`src/rtl/fft_out_reorder_if.sv`:
```
// Frame-in / bin-out handshake bundle for the FFT output reorder buffer.
// The buffer itself takes the slave view; its upstream and downstream neighbours take the master view.
interface fft_out_reorder_if #(
    parameter int DW = 32,
    parameter int N  = 16
);
    logic            in_valid;
    logic            in_ready;
    logic [N*DW-1:0] in_data;
    logic            out_valid;
    logic            out_ready;
    logic [3:0]      out_index;
    logic [15:0]     out_real;
    logic [15:0]     out_imag;
    logic            out_last;

    modport master (
        output in_valid, in_data, out_ready,
        input  in_ready, out_valid, out_index, out_real, out_imag, out_last
    );

    modport slave (
        input  in_valid, in_data, out_ready,
        output in_ready, out_valid, out_index, out_real, out_imag, out_last
    );
endinterface

```
`src/rtl/fft_out_reorder.sv`:
```
// Ping-pong output buffer for the 16-point FFT: captures a whole bit-reversed frame in one cycle
// and streams it back out one bin per cycle in natural frequency order.
module fft_out_reorder #(
    parameter int DW = 32,
    parameter int N  = 16
) (
    input  logic               clk,
    input  logic               rst_n,
    fft_out_reorder_if.slave   bus
);
    logic [N*DW-1:0] bank0_q, bank1_q;
    logic [1:0]      full_q, full_d;
    logic            wsel_q, wsel_d;
    logic            rsel_q, rsel_d;
    logic [3:0]      cnt_q, cnt_d;

    logic            cap;
    logic            rd_hs;
    logic            rd_done;
    logic [3:0]      slot;
    logic [DW-1:0]   word;

    assign cap     = bus.in_valid && !full_q[wsel_q];
    assign rd_hs   = full_q[rsel_q] && bus.out_ready;
    assign rd_done = rd_hs && (cnt_q == 4'd15);
    // The last butterfly stage leaves bin f in slot bitrev4(f).
    assign slot    = {cnt_q[0], cnt_q[1], cnt_q[2], cnt_q[3]};

    always_comb begin
        word = bank0_q[slot*DW +: DW];
        if (rsel_q) begin
            word = bank1_q[slot*DW +: DW];
        end
    end

    // A capture needs full[wsel]=0 and a final drain needs full[rsel]=1, so when both
    // happen in one cycle they always touch different banks and can both be applied.
    always_comb begin
        full_d = full_q;
        wsel_d = wsel_q;
        rsel_d = rsel_q;
        cnt_d  = cnt_q;
        if (cap) begin
            full_d[wsel_q] = 1'b1;
            wsel_d         = !wsel_q;
        end
        if (rd_hs) begin
            cnt_d = cnt_q + 4'd1;
        end
        if (rd_done) begin
            full_d[rsel_q] = 1'b0;
            rsel_d         = !rsel_q;
        end
    end

    always_ff @(posedge clk) begin
        if (cap && !wsel_q) begin
            bank0_q <= bus.in_data;
        end
        if (cap && wsel_q) begin
            bank1_q <= bus.in_data;
        end
    end

    always_ff @(posedge clk or negedge rst_n) begin
        if (!rst_n) begin
            full_q <= 2'b00;
            wsel_q <= 1'b0;
            rsel_q <= 1'b0;
            cnt_q  <= 4'd0;
        end else begin
            full_q <= full_d;
            wsel_q <= wsel_d;
            rsel_q <= rsel_d;
            cnt_q  <= cnt_d;
        end
    end

    // Outputs depend on registered state only; they read as zero whenever no bin is offered.
    assign bus.in_ready  = !full_q[wsel_q];
    assign bus.out_valid = full_q[rsel_q];
    assign bus.out_index = full_q[rsel_q] ? cnt_q : 4'd0;
    assign bus.out_real  = full_q[rsel_q] ? word[DW-1 -: 16] : 16'd0;
    assign bus.out_imag  = full_q[rsel_q] ? word[15:0] : 16'd0;
    assign bus.out_last  = full_q[rsel_q] && (cnt_q == 4'd15);
endmodule

```
`src/flat_wrapper.sv`:
```
// flat-port wrapper written by rule: the top's interface ports become plain ports
module fft_out_reorder_flat 
#(
    parameter int DW = 32,
    parameter int N  = 16
)
  (clk, rst_n, bus_in_valid, bus_in_data, bus_out_ready, bus_in_ready, bus_out_valid, bus_out_index, bus_out_real, bus_out_imag, bus_out_last);
  fft_out_reorder_if #(.DW(DW), .N(N)) bus_i ();
  input  logic clk;
  input  logic rst_n;
  input wire logic [$bits(bus_i.in_valid)-1:0] bus_in_valid;
  input wire logic [$bits(bus_i.in_data)-1:0] bus_in_data;
  input wire logic [$bits(bus_i.out_ready)-1:0] bus_out_ready;
  output wire logic [$bits(bus_i.in_ready)-1:0] bus_in_ready;
  output wire logic [$bits(bus_i.out_valid)-1:0] bus_out_valid;
  output wire logic [$bits(bus_i.out_index)-1:0] bus_out_index;
  output wire logic [$bits(bus_i.out_real)-1:0] bus_out_real;
  output wire logic [$bits(bus_i.out_imag)-1:0] bus_out_imag;
  output wire logic [$bits(bus_i.out_last)-1:0] bus_out_last;
  assign bus_i.in_valid = bus_in_valid;
  assign bus_i.in_data = bus_in_data;
  assign bus_i.out_ready = bus_out_ready;
  assign bus_in_ready = bus_i.in_ready;
  assign bus_out_valid = bus_i.out_valid;
  assign bus_out_index = bus_i.out_index;
  assign bus_out_real = bus_i.out_real;
  assign bus_out_imag = bus_i.out_imag;
  assign bus_out_last = bus_i.out_last;
  fft_out_reorder #(.DW(DW), .N(N)) u_core (.clk(clk), .rst_n(rst_n), .bus(bus_i));
endmodule
```
`config.mk`:
```
export PLATFORM = sky130hd
export DESIGN_NAME = fft_out_reorder_flat
export DESIGN_NICKNAME = d
export VERILOG_FILES = /design/src/rtl/fft_out_reorder_if.sv /design/src/rtl/fft_out_reorder.sv /design/src/flat_wrapper.sv
export SDC_FILE = /design/constraint.sdc
export NUM_CORES = 1
export LEC_CHECK = 0
export BUFFER_PORTS_ARGS = -buffer_cell sky130_fd_sc_hd__buf_2
export CAP_MARGIN = 20
export CELL_PAD_IN_SITES_DETAIL_PLACEMENT = 0
export CELL_PAD_IN_SITES_GLOBAL_PLACEMENT = 1
export CORE_ASPECT_RATIO = 1.75
export CORE_MARGIN = 10
export CORE_UTILIZATION = 44
export DETAILED_ROUTE_END_ITERATION = 10
export PLACE_DENSITY = 0.8
export SKIP_LAST_GASP = 1
export SYNTH_ARGS = -nofsm -noshare
export SYNTH_HDL_FRONTEND = slang
export SYNTH_SLANG_ARGS = --single-unit
```
`constraint.sdc`:
```
create_clock -name clk -period 37.4 [get_ports clk]
set_input_delay 3.74 -clock clk [delete_from_list [all_inputs] [get_ports clk]]
set_output_delay 3.74 -clock clk [all_outputs]
set_load 0.02 [all_outputs]
```
==> impl_results.md <==
* Largest cells by area after synthesis: edfxtp_1 (77%), mux4_2 (7.2%), mux2i_1 (6.5%), a22o_1 (1.4%), a22oi_1 (1.2%)
* GR Overflow Total at 0
* YS warnings at 0
* DIE HEIGHT at ~420 microns
* Area growth syn-to-layout at 17.8%
* Slew at the pin closest to its max-slew limit at 1.41 ns
* Routability cong. at just over 0.8
* Async set-reset flop share out of synthesis at 0.775%
* Syn_nets at approximately 2,500
* Fin. max-slew vios at 0
* Final #Nets at 3,065
* TritonCTS clock tree: done
* Pwr Total at between 3000 and 4000 uW
* All-Layer GR Usage at 18.9%
* EDFF count, synth at about 1,000
* Via count at about 21,000
* DRC violations left at 0
* Num CTS Buffers at between 90 and 100
* # IOs at 555
* Rel. slew slack at a little under 6%
* Critical Path Slowest Stage Cell: dfrtp_4
* Most frequent cell after synthesis: edfxtp_1
* Most used DFF post-synth: edfxtp_1
* Crit share post-route at between 20% and 30%
* Die width at 248 microns
* Synthesized flop and latch total at 1,032
* First-pass GRT wire length at 143,000 microns
* Detailed Route Iter0 Violations at roughly 1,700
* CP Data Required Time at 33.66 ns
* Worst-path fanout max at 62
* DRT antenna net count at 0
* CP arrival at 5.05 ns
* VDD IR max at 0.0579 mV
* Status: finished, final reports clean
* Rows at ~150
* Power Density at approximately 74 nW/um^2
* RSZ-0062 raised after global routing: false
* Die ar. at 104,000 sq um
* Core area at 90,200 sq um
* CTS Buffer Depth at 3
* H-tree depth at 3
* Final HPWL DP at 66,900 microns
* Setup TNS at 0 ns
* Syn Std Cell Area at 39,900 sq um
* CP Capture Type: output pin
* Filler cell count at ~7,200
* Max cap viols at 0
* Fmax at 114 MHz
* CTS resizes at 0
* WL per Instance at 25.8 microns
* Largest net degree at the start of global routing at 196
* Top post-synthesis cells by count: edfxtp_1 (1,024), mux2i_1 (258), mux4_2 (128)
* CP peak stage delay at 0.99 ns
* Post-synth top area share at 77.1%
* Vias per inst at 5.45
* Critical path class: register to output pin
* DR pass1 iterations at 5
* Leakage power total at between 0.015 and 0.02 uW
* Netlist cell types at 33
* Worst setup SP type: register
* Sink Count at 1,032
* Synthesized instance count at 1,984
* Layout cells sized above 1 at between 30% and 40%
* Postcts setup bufs at 0
* Final setup vio count at 0
* IO Port Bufs at approximately 550
* Post-Route WL at slightly below 100,000 microns
* Synth area leader: edfxtp_1
* Antenna violations before repair at 67
* Crit path cell chain: buf_4, buf_4, mux2i_1, a22o_1, o31ai_1, or3_1, buf_2
* Post-route minimum period at 8.79 ns
* Vias in the first global route at 22,400
* Hold-fix buffers at CTS at 0
* Clock Latency Late Sink at approximately 0.69 ns
* Top cell by count, worst path: buf_4
* Final hold viol count at 0
* Clk root buf: clkbuf_16
* Sequential element share of the synthesized area at 77.6%
* Syn avg cell area at around 20 sq um
* Worst-path clk slew at 0.07 ns
* Starting Density at 44.2%
* HP Class: register to register
* Clock skew at roughly 0.023 ns
stage by stage:
stage | hold slack (ns) | cells | util (%) | setup WS, ns | cell area [sq um]
3_3_place_gp | 0.543 | 3635 | 48.5 | 29.16 | 43800
3_5_place_dp | 0.549 | 3636 | 48.6 | 29.27 | 43800
6_report | 0.568 | 3850 | 52.1 | 28.61 | 47000
5_1_grt | 0.583 | 3829 | 52.0 | 28.24 | 46900
4_1_cts | 0.564 | 3806 | 51.9 | 28.48 | 46800
2_1_floorplan | 0.493 | 1984 | - | 10.88 | 39900
registers in the layout, indices dropped and copies added, names as in the netlist:
| name | flops |
|---|---|
| u_core.rsel_q | 1 |
| u_core.bank0_q | 512 |
| u_core.wsel_q | 1 |
| u_core.cnt_q | 4 |
| u_core.full_q | 2 |
| u_core.bank1_q | 512 |
placed cells by master (no fill, tap or decap), types with 3 or more instances in the layout:
cell        synthesis  final
clkinv_4            0      3
nand3_1            32     32
mux4_2            128    128
inv_1               3      3
clkbuf_1           44     19
clkinv_2            0     19
a22oi_1            65     65
and2_1              4      3
and3_1              3      3
clkinvlp_4          0      5
a21oi_1            66     66
diode_2             0     42
buf_16              0      3
buf_4               7     22
mux2i_1           258    258
buf_12              0      4
bufinv_16           0      8
edfxtp_1         1024   1024
o31ai_1            31     31
clkbuf_16           0     94
a22o_1             62     62
or3_1              32     31
buf_2              36    554
dfrtp_1             8      5
dfrtp_4             0      3
nand2_1            71     69
nand2b_1           65     65
clkinv_1            0     15
inv_16              0      4
worst paths after layout:
path / start / end / slack [ns] / depth (start not counted)
setup / recovery: u_core.rsel_q / bus_out_real[7] / 28.61 / 7
min in group asynchronous: rst_n / u_core.wsel_q / 2.89 / 1
hold / removal: u_core.cnt_q[0] / u_core.cnt_q[0] / 0.57 / 1
setup reg to reg: u_core.wsel_q / u_core.bank1_q[10] / 32.80 / 5
max in group asynchronous: rst_n / u_core.cnt_q[3] / 34.30 / 1
hold reg to reg: u_core.cnt_q[0] / u_core.cnt_q[0] / 0.57 / 1
cell type report:
| class | instances | area [sq um] | share of cell area (%) |
|---|---|---|---|
| Inverter | 3 | 11.3 | 0.0240 |
| Multi-Input combinational cell | 836 | 8330 | 17.7 |
| Timing Repair Buffer | 583 | 3100 | 6.60 |
| Sequential cell | 1032 | 31000 | 65.9 |
| Tap cell | 1184 | 1480 | 3.15 |
| Clock buffer | 113 | 2420 | 5.16 |
| Antenna cell | 42 | 105 | 0.224 |
| Clock inverter | 57 | 572 | 1.22 |
worst max-delay path: cells and delay by family (launching register included):
kind	cells	cell delay, ns
buffers and inverters	3	1.98
muxes	1	0.20
DFF	1	0.99
AOI/OAI and AO/OA	2	0.83
and+or+nand+nor	1	0.20
layer usage:
| layer | up-vias | wire (microns) | GRT usage (%) |
|---|---|---|---|
| met2 | 852 | 50100 | 31.5 |
| li1 | 9307 | - | - |
| met5 | - | 307 | 0 |
| met3 | 200 | 8260 | 5.10 |
| met1 | 10600 | 37700 | 22.8 |
| met4 | 50 | 2860 | 7.69 |
power breakdown:
| group | internal (uW) | leakage [uW] | switching (uW) | total, uW |
|---|---|---|---|---|
| clock | 522 | 0.00146 | 416 | 938 |
| combinational | 425 | 0.00562 | 644 | 1070 |
| sequential | 1420 | 0.00937 | 56.5 | 1480 |
| total | 2370 | 0.0164 | 1120 | 3490 |
cells by family after synthesis:
group	Yosys count	share of synthesized area (%)
DFF	1032	77.6
adders and majority gates	1	0.0314
buffers and inverters	116	1.63
xor gates and xnor gates	3	0.0659
muxes	387	13.7
and+or+nand+nor	216	2.83
AOI/OAI and AO/OA	229	4.09
Note: power is estimated with default switching activity, not from simulation.
